$ cat config.mk
export PLATFORM = sky130hd
export DESIGN_NAME = decoder_skid_flat
export DESIGN_NICKNAME = d
export VERILOG_FILES = /design/src/rtl/decoder_skid_if.sv /design/src/rtl/decoder_skid.sv /design/src/flat_wrapper.sv
export SDC_FILE = /design/constraint.sdc
export NUM_CORES = 1
export LEC_CHECK = 0
export ABC_AREA = 0
export ABC_CLOCK_PERIOD_IN_PS = 1600
export BUFFER_PORTS_ARGS = -buffer_cell sky130_fd_sc_hd__buf_2
export CAP_MARGIN = 20
export CORE_MARGIN = 1.5
export CORE_UTILIZATION = 56
export CTS_CLUSTER_DIAMETER = 30
export DETAILED_ROUTE_END_ITERATION = 12
export GPL_TIMING_DRIVEN = 0
export PLACE_DENSITY = 0.9
export RECOVER_POWER = 100
export REMOVE_ABC_BUFFERS = 1
export SYNTH_ARGS = -nofsm -noshare
export SYNTH_HDL_FRONTEND = slang
export SYNTH_SLANG_ARGS = --single-unit
$ cat constraint.sdc
create_clock -name clk_i -period 1.6 [get_ports clk_i]
set_input_delay 0.32 -clock clk_i [delete_from_list [all_inputs] [get_ports clk_i]]
set_output_delay 0.32 -clock clk_i [all_outputs]
set_load 0.01 [all_outputs]
$ cat src/rtl/decoder_skid_if.sv
// Handshake bundle for decoder_skid: binary index in, one-hot wire bus out.
// The slave view belongs to the decoder; the master view belongs to whoever
// drives indices and consumes the decoded bus.
interface decoder_skid_if #(
  parameter int NUM_WIRE = 16
);
  localparam int IW = $clog2(NUM_WIRE);

  logic [IW-1:0]       index_i;
  logic                index_valid_i;
  logic                index_ready_o;
  logic [NUM_WIRE-1:0] wire_o;
  logic                wire_valid_o;
  logic                wire_ready_i;
  logic                err_o;

  modport slave (
    input  index_i,
    input  index_valid_i,
    output index_ready_o,
    output wire_o,
    output wire_valid_o,
    input  wire_ready_i,
    output err_o
  );

  modport master (
    output index_i,
    output index_valid_i,
    input  index_ready_o,
    input  wire_o,
    input  wire_valid_o,
    output wire_ready_i,
    input  err_o
  );
endinterface

$ cat src/rtl/decoder_skid.sv
// Binary-index to one-hot decoder with a 2-entry skid buffer.
// The index is decoded on acceptance and stored already in one-hot form, so
// every output comes straight from a flop and index_ready_o depends only on
// buffer occupancy, never on wire_ready_i in the same cycle.
module decoder_skid #(
  parameter int NUM_WIRE = 16
) (
  input logic           clk_i,
  input logic           arst_ni,
  decoder_skid_if.slave bus
);
  localparam logic [31:0]         NW32    = NUM_WIRE;
  localparam logic [NUM_WIRE-1:0] LSB_ONE = {{(NUM_WIRE-1){1'b0}}, 1'b1};

  typedef enum logic [1:0] {EMPTY, ONE, TWO} state_e;

  state_e              state_q;
  logic [NUM_WIRE-1:0] mainWire_q;
  logic                mainErr_q;
  logic [NUM_WIRE-1:0] skidWire_q;
  logic                skidErr_q;
  logic                valid_q;
  logic                ready_q;

  logic                push_d;
  logic                pop_d;
  logic                inRange_d;
  logic [NUM_WIRE-1:0] entryWire_d;
  logic                entryErr_d;

  // Decode the incoming index and qualify both handshakes; out-of-range
  // indices become an all-zero bus with the error flag rather than aliasing.
  always_comb begin
    inRange_d   = (32'(bus.index_i) < NW32);
    entryWire_d = inRange_d ? (LSB_ONE << bus.index_i) : '0;
    entryErr_d  = ~inRange_d;
    push_d      = bus.index_valid_i & ready_q;
    pop_d       = valid_q & bus.wire_ready_i;
  end

  // Occupancy FSM: main register feeds the outputs, skid register absorbs the
  // one extra item that can arrive while the consumer stalls.
  always_ff @(posedge clk_i or negedge arst_ni) begin
    if (!arst_ni) begin
      state_q    <= EMPTY;
      mainWire_q <= '0;
      mainErr_q  <= 1'b0;
      skidWire_q <= '0;
      skidErr_q  <= 1'b0;
      valid_q    <= 1'b0;
      ready_q    <= 1'b1;
    end else begin
      case (state_q)
        EMPTY: begin
          if (push_d) begin
            mainWire_q <= entryWire_d;
            mainErr_q  <= entryErr_d;
            valid_q    <= 1'b1;
            ready_q    <= 1'b1;
            state_q    <= ONE;
          end
        end
        ONE: begin
          if (push_d && pop_d) begin
            mainWire_q <= entryWire_d;
            mainErr_q  <= entryErr_d;
          end else if (push_d) begin
            skidWire_q <= entryWire_d;
            skidErr_q  <= entryErr_d;
            ready_q    <= 1'b0;
            state_q    <= TWO;
          end else if (pop_d) begin
            mainWire_q <= '0;
            mainErr_q  <= 1'b0;
            valid_q    <= 1'b0;
            state_q    <= EMPTY;
          end
        end
        TWO: begin
          if (pop_d) begin
            mainWire_q <= skidWire_q;
            mainErr_q  <= skidErr_q;
            ready_q    <= 1'b1;
            state_q    <= ONE;
          end
        end
        default: begin
          mainWire_q <= '0;
          mainErr_q  <= 1'b0;
          valid_q    <= 1'b0;
          ready_q    <= 1'b1;
          state_q    <= EMPTY;
        end
      endcase
    end
  end

  assign bus.wire_o        = mainWire_q;
  assign bus.err_o         = mainErr_q;
  assign bus.wire_valid_o  = valid_q;
  assign bus.index_ready_o = ready_q;
endmodule

$ cat src/flat_wrapper.sv
// flat-port wrapper written by rule: the top's interface ports become plain ports
module decoder_skid_flat 
#(
  parameter int NUM_WIRE = 16
)
  (clk_i, arst_ni, bus_index_i, bus_index_valid_i, bus_index_ready_o, bus_wire_o, bus_wire_valid_o, bus_wire_ready_i, bus_err_o);
  decoder_skid_if #(.NUM_WIRE(NUM_WIRE)) bus_i ();
  input logic clk_i;
  input logic arst_ni;
  input wire logic [$bits(bus_i.index_i)-1:0] bus_index_i;
  input wire logic [$bits(bus_i.index_valid_i)-1:0] bus_index_valid_i;
  output wire logic [$bits(bus_i.index_ready_o)-1:0] bus_index_ready_o;
  output wire logic [$bits(bus_i.wire_o)-1:0] bus_wire_o;
  output wire logic [$bits(bus_i.wire_valid_o)-1:0] bus_wire_valid_o;
  input wire logic [$bits(bus_i.wire_ready_i)-1:0] bus_wire_ready_i;
  output wire logic [$bits(bus_i.err_o)-1:0] bus_err_o;
  assign bus_i.index_i = bus_index_i;
  assign bus_i.index_valid_i = bus_index_valid_i;
  assign bus_index_ready_o = bus_i.index_ready_o;
  assign bus_wire_o = bus_i.wire_o;
  assign bus_wire_valid_o = bus_i.wire_valid_o;
  assign bus_i.wire_ready_i = bus_wire_ready_i;
  assign bus_err_o = bus_i.err_o;
  decoder_skid #(.NUM_WIRE(NUM_WIRE)) u_core (.clk_i(clk_i), .arst_ni(arst_ni), .bus(bus_i));
endmodule
[Word-level counts from Yosys, hierarchy flattened]
Cells that the tools add are included.
Storage, ports and cells
  flip-flop bits (word level): 37
  word-level logic and storage cells: 52
Cells by class
  equal/unequal tests: 11
  shifts and indexed selects: 1
  muxes and demuxes: 23
  bitwise logic cells: 4
  reduce and logical (&&, ||, !) cells: 7
Operator list (count)
  2-to-1 mux 16 bit: 5
  case mux 16 bit (3 select lines): 1
  left shift 1 x 4 -> 16 bit (first input constant): 1
  AND reduction 4 bit: 3
  2-to-1 mux 2 bit: 5
  case mux 1 bit (3 select lines): 3
  2-to-1 mux 1 bit: 8
  != test 2 x 1 -> 1 bit (second input constant): 4
  != test 3 x 1 -> 1 bit (second input constant): 2
  case mux 2 bit (3 select lines): 1
  AND reduction 5 bit: 1
  != test 2 bit (second input constant): 2
  != test 3 bit (second input constant): 1
  AND reduction 3 bit: 1
  AND 1 bit: 2
  == test 2 x 1 -> 1 bit (second input constant): 1
  == test 2 bit (second input constant): 1
  zero test 2 bit: 1
  NOT 1 bit: 2
  logical AND 1 bit: 1

[Logic depth before layout (Yosys ltp)]
Gate-level depths: netlist of the first run.
  depth after elaboration: 5
  depth in mapped cells: 6
  depth with buffers taken out: 4

[Worst setup path before layout of the first run]
No wires, ideal clock.
  path kind: register to register
  from: register u_core.ready_q (netlist: u_core.bus.index_ready_o)
  to: register u_core.skidWire_q[0]
  setup time: 0.125 ns
  data arrival time: 1.333 ns
  data required time: 1.475 ns
  slack: 0.142 ns
  stages on the path, launching flop included: 5
  buffers on the path: 1
  period minus slack after synthesis: 1.458 ns
  cells stage by stage: dfstp_2 and3b_1 nand3_1 buf_6 mux2_4
On the way
  longest elaborated chain between the ends: 4
RTL lines
  from (decl): RTL line decoder_skid.sv:23  | logic ready_q;
  from (signal assigned): RTL line decoder_skid.sv:51  | ready_q <= 1'b1;
  from (signal assigned): RTL line decoder_skid.sv:59  | ready_q <= 1'b1;
  from (signal assigned): RTL line decoder_skid.sv:70  | ready_q <= 1'b0;
  AND 1 bit (*): RTL line decoder_skid.sv:37  | push_d = bus.index_valid_i & ready_q;
  logical AND 1 bit: RTL line decoder_skid.sv:64  | if (push_d && pop_d) begin
  NOT 1 bit (no line)
  AND reduction 3 bit (no line) (*)
  to (signal assigned): RTL line decoder_skid.sv:68  | skidWire_q <= entryWire_d;
  to (decl): RTL line decoder_skid.sv:20  | logic [NUM_WIRE-1:0] skidWire_q;
Mark *: on every way between the ends. The rest lies on a longest branch, timed or not.
A chain may end at the register's enable or synchronous reset.

[Worst setup path after layout of the first run]
  from: register u_core.ready_q (netlist: u_core.bus.index_ready_o)
  to: register u_core.skidWire_q[8]
The elaborated chain is that of the path after synthesis.

==> results.toml, run 1 <==
[clocking]
clk_pin_slew_ps = 110
cts_buffer_depth = 2
cts_tree = "yes"
cts-root-buf = "clkbuf_4"
cts_hold_buf = 0
cts_buffers = 5
cts.sinks = 36
clk-insertion-delay-late_ps = 350
h-tree-depth = 2

[routing]
ant_nets = 0
met1Wirelength_um = 1690
via_per_inst = 6.18
wl_met3_um = 359
dr_wl_met2_um = 2170
drtIter0Drc = 97
drc_errors = 0
finalWirelength_um = 4380
highest_layer = "met4"
vias = 1564
wl_per_cell_um = 17.3
first_pass_iters = 5

[setup_path]
worst_path_dominant_cell_family = "flip-flops"
cp-end-kind = "flip-flop"
start_kind = "flip-flop"
critPathBufInv = 0
crit_type = "flip-flop to flip-flop"
slowest_stage = "dfstp_2"
crit_required_ps = 1830
worstPathCellList = "and3b_2, nand3_4, mux2_4"
critPathArrivalTime_ps = 1830
critPathMaxFanout = 8
cp_slowest_stage_delay_ps = 630

[layout]
n_antenna_cell = 0
fin_nets = 216
most-common-layout-cells = "44 x nand2_1, 34 x dfrtp_1, 13 x buf_2"
final_common_cell = "nand2_1"
syn_to_final_growth_pct = 16.4
seqCellArea_um2 = 903
drive_gt1_frac = 0.278
fillers = 242
multiInputGateArea_um2 = 880
stdcell_area_um2 = 2100
fin_cells = 253

[power_and_ir_drop]
p_int_mw = 1.26
p_sw_uw = 386
p_clk_frac = 0.390
leakage_nw = 0.879
combPwrFrac = 0.056
power.density_nw_per_um2 = 783
ir_drop_v = 0.000529
p_seq_frac = 0.554
total_power_mw = 1.64
swShare = 0.235

[sta]
setup_viol = 0
fin_crit_sh = 0.996
slew_violations = 0
tns_ps = 0
finalHoldViolCount = 0
worst_pin_slew_ps = 865
whs_ps = 66.4
rsz0062_at_grt = "true"
fmax_ghz = 0.627
slew_headroom = 0.423
period_needed_ps = 1590
finalClockSkew_ps = 10.7

[floorplan]
rows = 20
core_area_um2 = 3050
start_util = 0.591
die_h_um = 59.8
die_w_um = 59.8
dieArea_um2 = 3570
num_io_pins = 27

[global_route]
grt_pass1_wl_um = 6200
grt_pass1_vias = 1384
overflow = 0
antenna_found_initial = 0
grt_use_total = 0.236
grt_max_degree = 37

[placement]
dp_hpwl_um = 2430
placed_cell_area_um2 = 1890
gp_congestion = 0.807
dp_cells = 238
io_buffer_count = 25

[run_status]
run_status = "finished clean"

[synth]
synth-seq-cells = 36
synth.distinct_cells = 36
seq_area_frac_synth = 0.500
yosysWarnings = 0
synth_area_um2 = 1800
synth_area_per_cell_um2 = 9.81
synth_cells = 184

[min_path]
min_path_type = "input pin to async pin"

[run]
drv_cap = 0
synth_stat cells, drive strengths merged:
library cell / count / area share
nand3: 7 / 0.019
a211oi: 2 / 0.014
and3b: 1 / 0.0049
and2: 1 / 0.0035
o41ai: 1 / 0.0090
a32oi: 5 / 0.024
dfrtp: 35 / 0.49
conb: 1 / 0.0021
or2: 1 / 0.0035
nand4: 1 / 0.012
a21oi: 5 / 0.018
o31ai: 2 / 0.0083
nand3b: 1 / 0.0042
nor4b: 1 / 0.0049
a22oi: 11 / 0.046
mux2: 3 / 0.025
nor2b: 5 / 0.017
nand2b: 1 / 0.0035
inv: 2 / 0.0042
nor2: 5 / 0.012
buf: 14 / 0.051
nor3: 2 / 0.0055
nand2: 45 / 0.094
dfstp: 1 / 0.015
nor4: 1 / 0.0035
clkbuf: 1 / 0.0021
a31oi: 1 / 0.0069
a32o: 1 / 0.0062
o21ai: 27 / 0.096
power groups by stage:
stage	registers (mW)	clock network [mW]	logic, mW
2_1_floorplan	0.927	0	0.0350
3_3_place_gp	0.927	0	0.0844
3_5_place_dp	0.927	0	0.0867
4_1_cts	0.910	0.645	0.0878
5_1_grt	0.910	0.693	0.101
6_report	0.910	0.641	0.0920
through the flow:
stage               utilization  setup WS, ps
finish                    0.688          5.95
CTS                       0.666          13.7
detailed placement        0.618          -645
global placement          0.618          -642
floorplan                     -          -374
global route              0.688         -31.9
per-layer routing:
| layer | GRT usage | vias to the layer above |
|---|---|---|
| li1 | - | 704 |
| met1 | 0.299 | 734 |
| met2 | 0.368 | 106 |
| met3 | 0.0519 | 20 |
| met4 | 0.140 | 0 |
| met5 | 0 | - |
path summary, 6_finish.rpt:
kind / startpoint / to / slack, ps / cells past startpoint
worst min register to register: u_core.bus.wire_o[0] / u_core.bus.wire_o[0] / 480 / 2
max in group asynchronous: arst_ni / u_core.state_q[0] / 950 / 1
min in group clk_i: bus_index_i[2] / u_core.skidWire_q[9] / 320 / 2
worst min-delay path: arst_ni / u_core.bus.wire_o[9] / 70 / 1
worst max-delay path: u_core.bus.index_ready_o / u_core.skidWire_q[8] / 6 / 3
worst max register to register: u_core.bus.index_ready_o / u_core.skidWire_q[8] / 6 / 3
registers in the layout, indices dropped and copies added (netlist names):
signal	flops
u_core.bus.wire_o	16
u_core.skidWire_q	16
u_core.state_q	2
u_core.bus.index_ready_o	1
u_core.bus.wire_valid_o	1
logic make-up (layout without fill, tap and decap cells):
family	after synthesis	after routing	synth area share
other	1	1	0.00208
DFF	36	36	0.500
and+or+nand+nor	72	74	0.187
AOI/OAI and AO/OA	55	55	0.228
muxes	3	3	0.0250
buffers and inverters	17	40	0.0576
cell type report:
type / instances / share of cell area
flip-flops and latches: 36 / 0.430
multi-input cells: 133 / 0.419
repair buffers: 30 / 0.0828
clock inverters: 3 / 0.0203
well taps: 44 / 0.0262
clock buffers: 5 / 0.0179
inverters: 2 / 0.00358
what timing repair did:
item / 4_1_cts / 5_1_grt
buffers inserted: 2 / 3
cloned: 1 / 1
setup endpoints to repair: 33 / 25
resized for setup: 6 / 5
pin swaps: 1 / 2
Power figures use the tool's default switching activity.
==> run 2, diff against run 1 <==
ABC_CLOCK_PERIOD_IN_PS = 1900   (was 1600)
CORE_UTILIZATION = 60   (was 56)
PLACE_DENSITY = 0.94   (was 0.9)
clock period = 1.9 ns   (was 1.6 ns; I/O delays follow)
==> results.toml, run 2 (synthesized netlist as in run 1, its figures left out) <==
[sta]
finalHoldViolCount = 0
fin_crit_sh = 0.941
slew_headroom = 0.440
rsz0062_at_grt = "false"
setup_viol = 0
setup_slack_ps = 112
fmax_ghz = 0.559
period_needed_ps = 1790
finalClockSkew_ps = 8.85
worst_pin_slew_ps = 840
slew_violations = 0

[layout]
final_common_cell = "nand2_1"
syn_to_final_growth_pct = 6.17
drive_gt1_frac = 0.178
multiInputGateArea_um2 = 808
fillers = 221
most-common-layout-cells = "45 x nand2_1, 35 x dfrtp_1, 18 x o21ai_0, 18 x clkbuf_1, 11 x a22oi_1"
seqCellArea_um2 = 902
fin_nets = 209
stdcell_area_um2 = 1920
n_antenna_cell = 0

[run_status]
run_status = "complete, but fails checks"
violations = "DRC"

[routing]
wl_per_cell_um = 16.3
first_pass_iters = 9
ant_nets = 0
drc_errors = 4
drtIter0Drc = 102
vias = 1450
finalWirelength_um = 3810
via_per_inst = 6.22

[setup_path]
slowest_stage = "dfrtp_1"
crit_required_ps = 2160
critPathBufInv = 1
cp-end-kind = "flip-flop"
start_kind = "flip-flop"
worst_path_dominant_cell_family = "flip-flops"
cp.depth = 4
critPathArrivalTime_ps = 2050
worstPathCellList = "inv_1, nor2_2, a22oi_1, o21ai_0"
crit_start = "u_core.state_q[1]"
crit_type = "flip-flop to flip-flop"
r2r-start = "u_core.state_q[1]"
r2r_cells = 4
cp_slowest_stage_delay_ps = 590
critPathMaxFanout = 17

[global_route]
grt_pass1_vias = 1265
antenna_found_initial = 0
grt_use_total = 0.251
overflow = 0
grt_pass1_wl_um = 6220
grt_max_degree = 37

[clocking]
h-tree-depth = 2
cts_buffer_depth = 2
clk-insertion-delay-late_ps = 350
post-cts-setup-buffer-count = 0
cts_buffers = 5
clk_pin_slew_ps = 110
cts_tree = "yes"
cts-root-buf = "clkbuf_4"
cts.sinks = 36

[power_and_ir_drop]
power.density_nw_per_um2 = 647
total_power_mw = 1.24
ir_drop_v = 0.000366
leakage_nw = 0.792

[floorplan]
die_w_um = 57.8
core_area_um2 = 2810
die_h_um = 57.8
start_util = 0.643
rows = 19
num_io_pins = 27
dieArea_um2 = 3340

[placement]
dp_hpwl_um = 2630
gp_congestion = 0.871
pre_cts_ws_ps = -330
io_buffer_count = 25
placed_cell_area_um2 = 1870

[run]
drv_cap = 0

[min_path]
min_path_type = "input pin to async pin"
## run 2: repair_timing
item,4_1_cts,5_1_grt
setup endpoints to repair,32,9
hold buffers,0,0
resized for setup,2,1
endpoints found under the hold margin,0,0
## run 2: routing by layer
layer / wire length, um / GRT usage / vias to the layer above
met4: 59 / 0.0797 / 0
met5: 0 / 0 / -
met2: 1830 / 0.391 / 70
met3: 288 / 0.0737 / 6
met1: 1630 / 0.341 / 689
li1: - / - / 685
## run 2: area by class of cell
class                           instances  area share
Sequential cell                        36       0.471
Clock inverter                          3     0.00980
Clock buffer                            5      0.0196
Inverter                                2     0.00392
Tap cell                               31      0.0202
Timing Repair Buffer                   25      0.0536
Multi-Input combinational cell        131       0.422
## run 2: worst paths after layout
| kind | endpoint | slack [ps] |
|---|---|---|
| hold / removal | u_core.skidWire_q[15] | 110 |
| hold reg to reg | u_core.bus.wire_o[2] | 490 |
| setup reg to reg | u_core.bus.wire_o[15] | 110 |
| min in group clk_i | u_core.skidWire_q[9] | 370 |
| setup / recovery | u_core.bus.wire_o[15] | 110 |
| max in group asynchronous | u_core.skidWire_q[1] | 1260 |
## run 2: report_power, final
part	total [mW]	internal, mW	switching, mW
Combinational	0.0751	0.0180	0.0571
Clock	0.398	0.142	0.256
Sequential	0.766	0.766	0
Total	1.24	0.926	0.313
## run 2: stage by stage
stage	setup TNS (ps)	hold slack (ps)	std cells	util
2_1_floorplan	-237	84.4	169	-
3_3_place_gp	-1800	456	225	0.667
3_5_place_dp	-4100	461	225	0.667
4_1_cts	0	102	233	0.692
5_1_grt	0	177	233	0.683
6_report	0	114	233	0.683
==> run 3, diff against run 2 <==
ABC_AREA = 1   (was 0)
==> results.toml, run 3 <==
[synth]
ys.flop_type = "dfrtp_1"
synth.distinct_cells = 19
synth_common_cells = "152 x nand2_1, 35 x dfrtp_1, 20 x nor2_1"
synth_cells = 251
synth_area_per_cell_um2 = 7.20
synth_edf_count = 0
yosysTopAreaCell = "dfrtp_1"
synth-seq-cells = 36
yosysWarnings = 0
async_reset_ff_frac = 1.00
seq_area_frac_synth = 0.499
synth_area_leaders = "dfrtp_1 48%, nand2_1 32%, nor2_1 4.2%"
synth_most_common_cell = "nand2_1"
synth_area_um2 = 1810
netlist.area_leader.share = 0.485

[layout]
fin_cells = 309
most-common-layout-cells = "152 x nand2_1, 35 x dfrtp_1, 20 x nor2_1"
final_common_cell = "nand2_1"
drive_gt1_frac = 0.108
n_antenna_cell = 0
syn_to_final_growth_pct = 10.2
fin_nets = 285
finish.utilization = 0.710

[placement]
gp_congestion = 0.848
dp_hpwl_um = 2380
pre_cts_ws_ps = 166
dp_cells = 299
io_buffer_count = 25

[floorplan]
num_io_pins = 27
die_h_um = 57.9
dieArea_um2 = 3350
die_w_um = 57.9
rows = 19
start_util = 0.644
core_area_um2 = 2810

[setup_path]
r2r_end = "u_core.bus.wire_o[15]"
crit_type = "flip-flop to flip-flop"
cp_slowest_stage_delay_ps = 550
critPathMaxFanout = 17
crit_required_ps = 2190
start_kind = "flip-flop"
crit_top_cell = "nand2_1"
r2r_cells = 8
worstPathCellList = "nand2_1, nand3_1, nand2_2, inv_1, nand2_4, inv_2, nand2_1, nand2_1"
critical_path.endpoint = "u_core.bus.wire_o[15]"
crit_start = "u_core.bus.index_ready_o"
critPathArrivalTime_ps = 1970
r2r_slack_ps = 220
cp-end-kind = "flip-flop"
r2r-start = "u_core.bus.index_ready_o"
slowest_stage = "dfstp_1"

[clocking]
cts.sinks = 36
cts_tree = "yes"
cts_hold_buf = 0
h-tree-depth = 2
clk-insertion-delay-late_ps = 350
cts-root-buf = "clkbuf_4"
cts_buffer_depth = 2
cts-resized-gates = 0
cts_buffers = 5
clk_pin_slew_ps = 110

[sta]
period_needed_ps = 1680
slew_violations = 0
finalHoldViolCount = 0
tns_ps = 0
fin_crit_sh = 0.886
setup_slack_ps = 216
slew_headroom = 0.415
finalClockSkew_ps = 13.5
fmax_ghz = 0.594
setup_viol = 0
rsz0062_at_grt = "false"
worst_pin_slew_ps = 877

[routing]
vias = 1618
finalWirelength_um = 3770
drc_errors = 2
first_pass_iters = 8
dr_wl_met2_um = 1830
wl_met3_um = 197
ant_nets = 0
wl_per_cell_um = 12.2
met1Wirelength_um = 1670
drtIter0Drc = 78
via_per_inst = 5.24
highest_layer = "met4"

[global_route]
grt_pass1_wl_um = 6370
grt_use_total = 0.254
grt_max_degree = 37
antenna_found_initial = 0
grt_pass1_vias = 1494
overflow = 0

[power_and_ir_drop]
power.density_nw_per_um2 = 721
leakage_nw = 1.09
ir_drop_v = 0.000590

[run]
drv_cap = 0

[min_path]
min_path_type = "input pin to async pin"

[run_status]
violations = "DRC"
run_status = "complete, but fails checks"
run 3: worst min-delay path by stage:
stage / slack, ps / startpoint / cells after the start / endpoint
6_report: 120 / arst_ni / 1 / u_core.bus.wire_o[0]
5_1_grt: 200 / arst_ni / 1 / u_core.bus.wire_o[4]
4_1_cts: 120 / arst_ni / 1 / u_core.skidWire_q[5]
3_5_place_dp: 460 / u_core.skidWire_q[13] / 2 / u_core.skidWire_q[13]
3_3_place_gp: 450 / u_core.skidWire_q[2] / 2 / u_core.skidWire_q[2]
2_1_floorplan: 80 / arst_ni / 0 / u_core.bus.wire_o[0]
run 3: critical path, delay by kind of cell (launching register included):
kind | cells | cell delay [ps]
simple gates | 6 | 690
flops | 1 | 550
buf+inv | 2 | 370
run 3: cell type report:
| type | instances | area, um^2 |
|---|---|---|
| Multi-Input combinational cell | 195 | 791 |
| Clock inverter | 1 | 30.0 |
| Tap cell | 31 | 38.8 |
| Clock buffer | 7 | 65.1 |
| Timing Repair Buffer | 27 | 119 |
| Inverter | 12 | 45.0 |
| Sequential cell | 36 | 902 |
| Fill cell | 250 | 815 |
run 3: what timing repair did:
item | CTS | global route
endpoints found under the hold margin | 0 | 0
setup endpoints to repair | 0 | 4
buffers inserted | 0 | 2
run 3: cells by family (layout without fill, tap and decap cells):
kind of cell,Yosys count,in the layout,synth area share
AND/OR/NAND/NOR,190,190,0.429
AO/OA/AOI/OAI,4,4,0.0111
flip-flops,36,36,0.499
other,1,1,0.00208
buffers and inverters,20,47,0.0582
run 3: stage by stage:
| stage | instance area, um^2 | power (mW) | hold WS (ps) |
|---|---|---|---|
| 6_report | 1990 | 1.43 | 125 |
| 5_1_grt | 1990 | 1.47 | 202 |
| 4_1_cts | 2010 | 1.44 | 121 |
| 3_5_place_dp | 1910 | 0.835 | 458 |
| 3_3_place_gp | 1910 | 0.833 | 453 |
| 2_1_floorplan | 1750 | 0.803 | 84.4 |
run 3: power breakdown:
group          internal (mW)  switching [mW]  total [mW]
Combinational         0.0130          0.0413      0.0543
Sequential             0.766               0       0.766
Clock                  0.349           0.265       0.614
run 3: per-layer routing:
metal,GRT usage,vias to the layer above
met5,0,-
met2,0.420,53
met3,0.0491,8
li1,-,805
met1,0.318,752
met4,0.133,0
